File: src/rtl/alu_pkg.sv
// Shared types for the sequential ALU: opcode and FSM state enums,
// the opcode width constant and the multi-cycle op classifier.
package alu_pkg;

  localparam int ALU_OP_W = 4;

  typedef enum logic [ALU_OP_W-1:0] {
    OP_ADD   = 4'd0,
    OP_SUB   = 4'd1,
    OP_AND   = 4'd2,
    OP_OR    = 4'd3,
    OP_XOR   = 4'd4,
    OP_SLT   = 4'd5,
    OP_SLTU  = 4'd6,
    OP_SLL   = 4'd7,
    OP_SRL   = 4'd8,
    OP_SRA   = 4'd9,
    OP_MUL   = 4'd10,
    OP_MULHU = 4'd11
  } alu_op_e;

  typedef enum logic [1:0] {
    IDLE    = 2'd0,
    COLLECT = 2'd1,
    EXEC    = 2'd2,
    DONE    = 2'd3
  } alu_state_e;

  // Shifts and multiplies run on the iterative engine; everything else
  // finishes in a single EXEC cycle.
  function automatic logic is_multicycle(input logic [ALU_OP_W-1:0] op);
    logic r;
    case (op)
      OP_SLL, OP_SRL, OP_SRA, OP_MUL, OP_MULHU: r = 1'b1;
      default:                                  r = 1'b0;
    endcase
    return r;
  endfunction

endpackage

File: src/rtl/alu_iter_engine.sv
// Iterative datapath shared by the shift ops (SHIFT_STEP bits per cycle,
// remainder on the last step) and the shift-add multiplier (one partial
// product per cycle into a 2*BUS_WIDTH accumulator held as hi/lo halves).
module alu_iter_engine
  import alu_pkg::*;
#(
  parameter int BUS_WIDTH  = 32,
  parameter int SHIFT_STEP = 1
) (
  input  logic                 clk,
  input  logic                 rst,
  input  logic                 start_i,
  input  alu_op_e              op_i,
  input  logic [BUS_WIDTH-1:0] a_i,
  input  logic [BUS_WIDTH-1:0] b_i,
  output logic                 done_o,
  output logic [BUS_WIDTH-1:0] result_o
);

  localparam int SHW = $clog2(BUS_WIDTH);
  localparam int CW  = SHW + 1;

  logic                 busy_q, busy_d;
  alu_op_e              op_q, op_d;
  logic [BUS_WIDTH-1:0] val_q, val_d;   // shift operand, or multiplicand
  logic [BUS_WIDTH-1:0] hi_q, hi_d;     // accumulator upper half
  logic [BUS_WIDTH-1:0] lo_q, lo_d;     // multiplier bits / accumulator lower half
  logic [CW-1:0]        cnt_q, cnt_d;   // remaining shift bits or multiply steps

  logic                 is_mul;
  logic                 last;
  logic [CW-1:0]        step_amt;
  logic [BUS_WIDTH-1:0] shifted;
  logic [BUS_WIDTH:0]   sum;
  logic [BUS_WIDTH-1:0] hi_nx;
  logic [BUS_WIDTH-1:0] lo_nx;

  // One iteration of whichever operation is in flight, plus next-state.
  always_comb begin
    is_mul   = (op_q == OP_MUL) || (op_q == OP_MULHU);
    step_amt = (cnt_q > CW'(SHIFT_STEP)) ? CW'(SHIFT_STEP) : cnt_q;
    case (op_q)
      OP_SLL:  shifted = val_q << step_amt;
      OP_SRL:  shifted = val_q >> step_amt;
      OP_SRA:  shifted = $unsigned($signed(val_q) >>> step_amt);
      default: shifted = val_q;
    endcase
    sum   = {1'b0, hi_q} + (lo_q[0] ? {1'b0, val_q} : '0);
    hi_nx = sum[BUS_WIDTH:1];
    lo_nx = {sum[0], lo_q[BUS_WIDTH-1:1]};
    last  = is_mul ? (cnt_q == CW'(1)) : (cnt_q <= CW'(SHIFT_STEP));

    done_o = busy_q && last;
    case (op_q)
      OP_MUL:   result_o = lo_nx;
      OP_MULHU: result_o = hi_nx;
      default:  result_o = shifted;
    endcase

    busy_d = busy_q;
    op_d   = op_q;
    val_d  = val_q;
    hi_d   = hi_q;
    lo_d   = lo_q;
    cnt_d  = cnt_q;
    if (start_i) begin
      busy_d = 1'b1;
      op_d   = op_i;
      val_d  = a_i;
      hi_d   = '0;
      lo_d   = b_i;
      if ((op_i == OP_MUL) || (op_i == OP_MULHU)) begin
        cnt_d = CW'(BUS_WIDTH);
      end else begin
        cnt_d = {1'b0, b_i[SHW-1:0]};
      end
    end else if (busy_q) begin
      if (last) begin
        busy_d = 1'b0;
      end else if (is_mul) begin
        hi_d  = hi_nx;
        lo_d  = lo_nx;
        cnt_d = cnt_q - CW'(1);
      end else begin
        val_d = shifted;
        cnt_d = cnt_q - step_amt;
      end
    end
  end

  // Engine state register.
  always_ff @(posedge clk) begin
    if (rst) begin
      busy_q <= 1'b0;
      op_q   <= OP_ADD;
      val_q  <= '0;
      hi_q   <= '0;
      lo_q   <= '0;
      cnt_q  <= '0;
    end else begin
      busy_q <= busy_d;
      op_q   <= op_d;
      val_q  <= val_d;
      hi_q   <= hi_d;
      lo_q   <= lo_d;
      cnt_q  <= cnt_d;
    end
  end

endmodule

File: src/rtl/alu_seq_unit.sv
// Multi-cycle ALU channel: collects rs1/rs2 (or rs1 + immediate) over the
// shared rs_data bus, executes, and returns the result on a valid/ready
// handshake with op_done pulsing on the transfer cycle.
module alu_seq_unit
  import alu_pkg::*;
#(
  parameter int BUS_WIDTH    = 32,
  parameter int OPCODE_WIDTH = 4,
  parameter int MUL_EN       = 1,
  parameter int SHIFT_STEP   = 1
) (
  input  logic                    clk,
  input  logic                    rst,
  input  logic [BUS_WIDTH-1:0]    imme_value,
  input  logic                    use_imm,
  input  logic [OPCODE_WIDTH-1:0] op_code,
  input  logic [BUS_WIDTH-1:0]    rs_data,
  input  logic                    rs_data_sel,
  input  logic                    rs_data_valid,
  output logic                    rs_data_ready,
  output logic [BUS_WIDTH-1:0]    alu_out,
  output logic                    alu_valid_out,
  input  logic                    alu_ready_in,
  output logic                    op_done,
  output logic                    illegal_op,
  output logic                    busy
);

  function automatic logic op_legal(input logic [OPCODE_WIDTH-1:0] op);
    logic [ALU_OP_W-1:0] lo;
    logic                ok;
    lo = op[ALU_OP_W-1:0];
    ok = ((op >> ALU_OP_W) == '0) && (lo <= OP_MULHU);
    if ((MUL_EN == 0) && ((lo == OP_MUL) || (lo == OP_MULHU))) begin
      ok = 1'b0;
    end
    return ok;
  endfunction

  function automatic logic op_multi(input logic [OPCODE_WIDTH-1:0] op);
    return op_legal(op) && is_multicycle(op[ALU_OP_W-1:0]);
  endfunction

  function automatic logic [BUS_WIDTH-1:0] single_op(
    input logic [ALU_OP_W-1:0]  op,
    input logic [BUS_WIDTH-1:0] a,
    input logic [BUS_WIDTH-1:0] b
  );
    logic [BUS_WIDTH-1:0] r;
    case (op)
      OP_ADD:  r = a + b;
      OP_SUB:  r = a - b;
      OP_AND:  r = a & b;
      OP_OR:   r = a | b;
      OP_XOR:  r = a ^ b;
      OP_SLT:  r = {{(BUS_WIDTH-1){1'b0}}, ($signed(a) < $signed(b))};
      OP_SLTU: r = {{(BUS_WIDTH-1){1'b0}}, (a < b)};
      default: r = '0;
    endcase
    return r;
  endfunction

  alu_state_e              state_q, state_d;
  logic [BUS_WIDTH-1:0]    rs1_q, rs1_d;
  logic [BUS_WIDTH-1:0]    b_q, b_d;
  logic [OPCODE_WIDTH-1:0] op_q, op_d;
  logic [BUS_WIDTH-1:0]    out_q, out_d;
  logic                    valid_q, valid_d;
  logic                    ill_q, ill_d;

  logic                    accepting;
  logic                    beat;
  logic                    eng_start;
  logic                    eng_done;
  logic [BUS_WIDTH-1:0]    eng_result;
  logic                    exec_done;

  alu_iter_engine #(
    .BUS_WIDTH  (BUS_WIDTH),
    .SHIFT_STEP (SHIFT_STEP)
  ) u_iter (
    .clk      (clk),
    .rst      (rst),
    .start_i  (eng_start),
    .op_i     (alu_op_e'(op_d[ALU_OP_W-1:0])),
    .a_i      (rs1_d),
    .b_i      (b_d),
    .done_o   (eng_done),
    .result_o (eng_result)
  );

  // FSM next-state, operand capture and result formation.
  always_comb begin
    state_d   = state_q;
    rs1_d     = rs1_q;
    b_d       = b_q;
    op_d      = op_q;
    out_d     = out_q;
    valid_d   = valid_q;
    ill_d     = ill_q;
    eng_start = 1'b0;

    accepting = (state_q == IDLE) || (state_q == COLLECT);
    beat      = rs_data_valid && accepting;
    exec_done = op_multi(op_q) ? eng_done : 1'b1;

    case (state_q)
      IDLE, COLLECT: begin
        // rs1 beats (re)start collection; an rs2 beat only counts once rs1 is held.
        if (beat && !rs_data_sel) begin
          rs1_d = rs_data;
          op_d  = op_code;
          if (use_imm) begin
            b_d       = imme_value;
            state_d   = EXEC;
            eng_start = op_multi(op_code);
          end else begin
            state_d = COLLECT;
          end
        end else if (beat && rs_data_sel && (state_q == COLLECT)) begin
          b_d       = rs_data;
          state_d   = EXEC;
          eng_start = op_multi(op_q);
        end
      end
      EXEC: begin
        if (exec_done) begin
          if (!op_legal(op_q)) begin
            out_d = '0;
          end else if (op_multi(op_q)) begin
            out_d = eng_result;
          end else begin
            out_d = single_op(op_q[ALU_OP_W-1:0], rs1_q, b_q);
          end
          ill_d   = !op_legal(op_q);
          valid_d = 1'b1;
          state_d = DONE;
        end
      end
      DONE: begin
        if (alu_ready_in) begin
          out_d   = '0;
          ill_d   = 1'b0;
          valid_d = 1'b0;
          state_d = IDLE;
        end
      end
      default: state_d = IDLE;
    endcase
  end

  // State and datapath registers; reset discards any in-flight op.
  always_ff @(posedge clk) begin
    if (rst) begin
      state_q <= IDLE;
      rs1_q   <= '0;
      b_q     <= '0;
      op_q    <= '0;
      out_q   <= '0;
      valid_q <= 1'b0;
      ill_q   <= 1'b0;
    end else begin
      state_q <= state_d;
      rs1_q   <= rs1_d;
      b_q     <= b_d;
      op_q    <= op_d;
      out_q   <= out_d;
      valid_q <= valid_d;
      ill_q   <= ill_d;
    end
  end

  assign rs_data_ready = (state_q == IDLE) || (state_q == COLLECT);
  assign busy          = (state_q != IDLE);
  assign alu_out       = out_q;
  assign alu_valid_out = valid_q;
  assign illegal_op    = ill_q;
  assign op_done       = valid_q && alu_ready_in;

endmodule

File: config.mk
export PLATFORM = sky130hd
export DESIGN_NAME = alu_seq_unit
export DESIGN_NICKNAME = d
export VERILOG_FILES = /design/src/rtl/alu_pkg.sv /design/src/rtl/alu_iter_engine.sv /design/src/rtl/alu_seq_unit.sv
export SDC_FILE = /design/constraint.sdc
export NUM_CORES = 1
export LEC_CHECK = 0
export ABC_AREA = 1
export CAP_MARGIN = 20
export CORE_MARGIN = 2
export CORE_UTILIZATION = 23
export CTS_BUF_LIST = sky130_fd_sc_hd__clkbuf_4
export DETAILED_ROUTE_END_ITERATION = 10
export SYNTH_ARGS = -nofsm -noshare
export SYNTH_HDL_FRONTEND = slang
export SYNTH_SLANG_ARGS = --single-unit
File: constraint.sdc
create_clock -name clk -period 3.95 [get_ports clk]
set_clock_uncertainty 0.1 [all_clocks]
set_input_delay 0.79 -clock clk [delete_from_list [all_inputs] [get_ports clk]]
set_output_delay 0.79 -clock clk [all_outputs]
set_load 0.01 [all_outputs]
# Yosys cells after proc, flatten, opt, wreduce, memory -nomap -nowiden
# Cells that the tools add are included.
totals:
  regBits: 211
  inputBits: 74
op_classes:
  add_sub_neg: 5
  magnitude_cmp: 6
  eq_ne: 32
  shift: 3
  mux: 62
  bitwise_logic: 4
  reduce_logical: 31
op_table:
  columns: ["cell", "count"]
  rows:
  - ["32-bit 2-to-1 mux", 19]
  - ["32-bit case mux with 7 select lines", 1]
  - ["32-bit case mux with 2 select lines", 2]
  - ["32-bit case mux with 3 select lines", 1]
  - ["32-bit < comparator", 2]
  - ["4-bit == test (second input constant)", 14]
  - ["6-bit 2-to-1 mux", 6]
  - ["32-bit by 33-bit adder with 33-bit output", 1]
  - ["32-bit adder", 1]
  - ["32-bit AND", 1]
  - ["32-bit bitwise OR", 1]
  - ["32-bit by 6-bit left shift with 32-bit output", 1]
  - ["32-bit by 6-bit >> shifter with 32-bit output", 1]
  - ["32-bit by 6-bit >>> shifter with 32-bit output", 1]
  - ["32-bit subtractor", 1]
  - ["32-bit bitwise XOR", 1]
  - ["4-bit by 3-bit == test with 1-bit output (second input constant)", 6]
  - ["1-bit 2-to-1 mux", 23]
  - ["3-bit AND reduction", 5]
  - ["1-bit logical AND", 10]
  - ["2-bit 2-to-1 mux", 5]
  - ["5-bit OR reduction", 2]
  - ["4-bit by 2-bit == test with 1-bit output (second input constant)", 2]
  - ["4-bit less-or-equal comparator (second input constant)", 2]
  - ["other kinds (21)", 34]

# Logic depth before layout (Yosys ltp)
logic_depth:
  word_depth: 14
  ltp_mapped: 21

# By module
# Synthesis repeated with hierarchy kept, for this count alone.
unflattened:
  hier_cells: 3503
  hier_area_um2: 20647.3
by_module_without_submodules:
  columns: ["mod", "n_inst", "cells_each", "area_each_um2", "seq_area_each_um2"]
  rows:
  - ["alu_seq_unit", 1, 1922, 11394.7, 2082.0]
  - ["alu_iter_engine", 1, 1581, 9252.6, 2142.1]

# Worst setup path after synthesis
# OpenSTA, ideal clock, no wires.
synth_path:
  path_kind: "flip-flop to flip-flop"
  startpoint: "reg u_iter.lo_q[0]"
  endpoint: "reg out_q[29] (netlist: alu_out[29])"
  arrival_time_ns: 2.673
  required_time_ns: 3.718
  path_slack_ns: 1.045
  path_stages_with_launch: 22
  path_buffers: 2
  path_cell_list: "dfxtp_1 -> clkbuf_1 -> clkbuf_1 -> nand2_1 -> inv_1 -> ha_1 -> inv_1 -> fa_1 -> o21ai_0 -> nand2_1 -> nand2_1 -> nand2_1 -> nand2_1 -> nand2_1 -> nand2_1 -> nand2_1 -> nand3_1 -> nand2_1 -> nand2_1 -> nand2_1 -> nand2_1 -> a21oi_1"
synth_via:
  elab_chain_len: 7
synth_lines:
  columns: ["item", "line", "source"]
  rows:
  - ["start: declaration", "alu_iter_engine.sv:27", "logic [BUS_WIDTH-1:0] lo_q, lo_d;"]
  - ["start signal: assignment", "alu_iter_engine.sv:105", "lo_q <= lo_d;"]
  - ["32-bit 2-to-1 mux", "alu_iter_engine.sv:48", "sum = {1'b0, hi_q} + (lo_q[0] ? {1'b0, val_q} : '0);"]
  - ["32-bit by 33-bit adder with 33-bit output", "alu_iter_engine.sv:48", null]
  - ["32-bit case mux with 2 select lines", "alu_iter_engine.sv:54", "case (op_q)"]
  - ["32-bit 2-to-1 mux", "alu_seq_unit.sv:130", "end else if (op_multi(op_q)) begin"]
  - ["32-bit 2-to-1 mux", "alu_seq_unit.sv:128", "if (!op_legal(op_q)) begin"]
  - ["32-bit 2-to-1 mux", "alu_seq_unit.sv:127", "if (exec_done) begin"]
  - ["32-bit case mux with 2 select lines", "alu_seq_unit.sv:107", "case (state_q)"]
  - ["end signal: assignment", "alu_seq_unit.sv:167", "out_q <= out_d;"]
  - ["end: declaration", "alu_seq_unit.sv:67", "logic [BUS_WIDTH-1:0] out_q, out_d;"]
# Every way passes these cells. The select of a mux whose other input is x is not followed.
# A chain may end at the register's enable or synchronous reset.

# Final worst setup path
layout_path:
  startpoint: "reg u_iter.lo_q[0]"
  endpoint: "reg out_q[9] (netlist: alu_out[9])"
# Same word-level chain as after synthesis.

==> flow_metrics.env <==
export IMPL_slowest_stage="o21ai_0"
export IMPL_dp_slack_ps=167
export IMPL_synth_fp_nets=3743
export IMPL_cp_arrival_ps=4000
export IMPL_syn_avg_cell_area_um2=5.76
export IMPL_cp_data_required_time_ps=4620
export IMPL_cp_end_kind="flip-flop"
export IMPL_path_buf_inv=1
export IMPL_die_width_um=301
export IMPL_finalSetupViolCount=0
export IMPL_peakVddDrop_mv=0.188
export IMPL_regArea_um2=4220
export IMPL_start_kind="flip-flop"
export IMPL_ys_top_cells_by_count="nand2_1 (1050), inv_1 (498), nor2_1 (364)"
export IMPL_postRouteAntennaNets=0
export IMPL_fillerInstances=10000
export IMPL_clock_path_buffers=3
export IMPL_io_pins=111
export IMPL_drt_total_wl_mm=89.6
export IMPL_synth_edff_count=0
export IMPL_outcome="finished, final reports clean"
export IMPL_rows=108
export IMPL_hold_class="input pin to flip-flop"
export IMPL_place_gp_congestion=1.02
export IMPL_synth_top_area_share=0.208
export IMPL_syn_cell_area_um2=20300
export IMPL_overflow=0
export IMPL_vias=23600
export IMPL_grt_pass1_vias=22500
export IMPL_cts_root_buf="clkbuf_4"
export IMPL_ys_top_cells_by_area="dfxtp_1 (21%), nand2_1 (19%), inv_1 (9.2%)"
export IMPL_syn_to_final_growth_pct=15.8
export IMPL_max_freq_ghz=0.301
export IMPL_clk_insertion_delay_late_ps=870
export IMPL_cts_sinks=211
export IMPL_grt_max_degree=82
export IMPL_slowest_delay_ps=470
export IMPL_drv_slew=0
export IMPL_cts_setup_buffers=0
export IMPL_synth_warnings=0
export IMPL_io_buffers=110
export IMPL_synth_seq_cells=211
export IMPL_period_minus_slack_ps=3320
export IMPL_drtIter0Drc=2158
export IMPL_die_y_um=301
export IMPL_tightest_slew_ps=937
export IMPL_drive_above_1_share=0.0554
export IMPL_synth_cells=3518
export IMPL_dpl_hpwl_mm=71.5
export IMPL_yosysSeqAreaShare=0.208
export IMPL_drc_errors=0
export IMPL_hold_viol_final=0
export IMPL_holdBufCountCts=0
export IMPL_setup_slack_ps=627
export IMPL_leakage_nw=11.4
export IMPL_async_flop_share=0
export IMPL_clkTransAtPathRegs_ps=70
export IMPL_finalNetCount=3822
export IMPL_die_area_um2=90500
export IMPL_htreeDepth=2
export IMPL_total_power_mw=7.75
export IMPL_fin_tns_setup_ps=0
export IMPL_multi_input_area_um2=13400
export IMPL_antenna_found_initial=2
export IMPL_drt_pass1_iter_count=6
export IMPL_critPathTopFamily="simple AND/OR/NAND/NOR gates"
export IMPL_worstPathMaxFanout=32
export IMPL_worstSetupPathType="flip-flop to flip-flop"
export IMPL_synth_ff_type="dfxtp_1"
export IMPL_powerDensity_nw_per_um2=330
export IMPL_routedWlPerCell_um=18.7
export IMPL_gr_usage_all_layers=0.192
export IMPL_synth_top_area_cell="dfxtp_1"
export IMPL_cp_common_cell="nand2_1"
export IMPL_vias_per_cell=4.92
export IMPL_synth_most_common_cell="nand2_1"
export IMPL_numCtsBuffers=60
export IMPL_rsz0062_at_grt="no"
export IMPL_cts_tree="done"
export IMPL_core_um2=87000
export IMPL_synth_cell_types=55
export IMPL_initial_utilization=0.233
export IMPL_timing_max_cap_violations=0
export IMPL_grt_pass1_wl_mm=134
export IMPL_path_cells="buf_4, nand2_1, fa_1, o21ai_0, nand2_1, nand2_1, nand2_1, nand2_1, xor2_1, nor2_1, a21oi_1, nand2_1, nand2_1, nand2_1, a21oi_1"
export IMPL_cts_resized_gates=0
export IMPL_finalCritPeriodShare=0.841
export IMPL_worst_slew_margin_rel=0.375
## logic make-up after synthesis
family	after synthesis	synth area share
AND/OR/NAND/NOR	1835	0.374
flip-flops	211	0.208
XOR/XNOR	16	0.00692
buffers and inverters	670	0.129
adder cells (fa/ha/maj)	151	0.0944
AO/OA/AOI/OAI	634	0.187
multiplexers	1	0.000494
## cell usage in the layout, fill, tap and decap left out, types with 7 or more instances in the layout
cell,instances
inv_1,497
a2111oi_0,10
a211oi_1,34
nand3_1,290
nand2_1,1050
buf_4,58
inv_2,13
o221ai_1,14
xor2_1,12
a21oi_1,199
o21ai_0,159
o21a_1,38
o21ai_1,29
clkbuf_4,80
or2_1,7
nor3_1,42
clkdlybuf4s50_1,109
nand4_1,33
o21bai_1,12
dfxtp_1,211
o211ai_1,51
o22ai_1,39
nor2_1,364
ha_1,148
nand2_2,11
a31oi_1,22
clkinv_1,23
nand3b_1,8
## state kept, by name (all words and copies together) (netlist names)
name / cells
rs1_q: 32
illegal_op: 1
u_iter.busy_q: 1
u_iter.cnt_q: 6
alu_valid_out: 1
u_iter.op_q: 4
state_q: 2
u_iter.lo_q: 32
op_q: 4
u_iter.hi_q: 32
alu_out: 32
u_iter.val_q: 32
b_q: 32
## report_power, final
group | switching (mW) | internal (mW)
logic | 2.23 | 0.938
registers | 0.116 | 2.25
clock network | 1.14 | 1.08
total | 3.48 | 4.27
## path summary, 6_finish.rpt
path / from / to / slack (ps) / cells after the start
setup / recovery: u_iter.lo_q[0]$_SDFFE_PP0P_ / alu_out[9]$_SDFFE_PP0P_ / 630 / 15
hold / removal: rst / state_q[1]$_SDFFE_PP0P_ / 290 / 4
setup reg to reg: u_iter.lo_q[0]$_SDFFE_PP0P_ / alu_out[9]$_SDFFE_PP0P_ / 630 / 15
hold reg to reg: alu_out[3]$_SDFFE_PP0P_ / alu_out[3]$_SDFFE_PP0P_ / 370 / 2
## stage by stage
| step | std cells | hold slack [ps] | utilization | area (µm²) |
|---|---|---|---|---|
| global placement | 4690 | 355 | 0.261 | 22700 |
| global route | 4800 | 276 | 0.270 | 23500 |
| finish | 4801 | 288 | 0.270 | 23500 |
| CTS | 4798 | 224 | 0.270 | 23500 |
| detailed placement | 4690 | 355 | 0.261 | 22700 |
| floorplan | 3518 | 345 | - | 20300 |
## layer usage
layer	up-vias	global-route usage	wire [µm]
met1	11000	0.242	38100
met3	214	0.0250	5530
li1	11500	-	-
met2	896	0.322	41000
met4	0	0.0949	4980
met5	-	0	0
## cell type report
class,count,share of cell area
inverters,514,0.0822
clock inverters,28,0.00741
repair buffers,173,0.0702
flip-flops and latches,211,0.180
diodes,3,0.000320
well taps,1155,0.0616
multi-input cells,2637,0.573
clock buffers,80,0.0256
## tightest hold or removal path: stages
cell and delay [ps]:
buf_4 100, inv_2 140, o21ai_0 120, inv_1 40
Power figures use the tool's default switching activity.
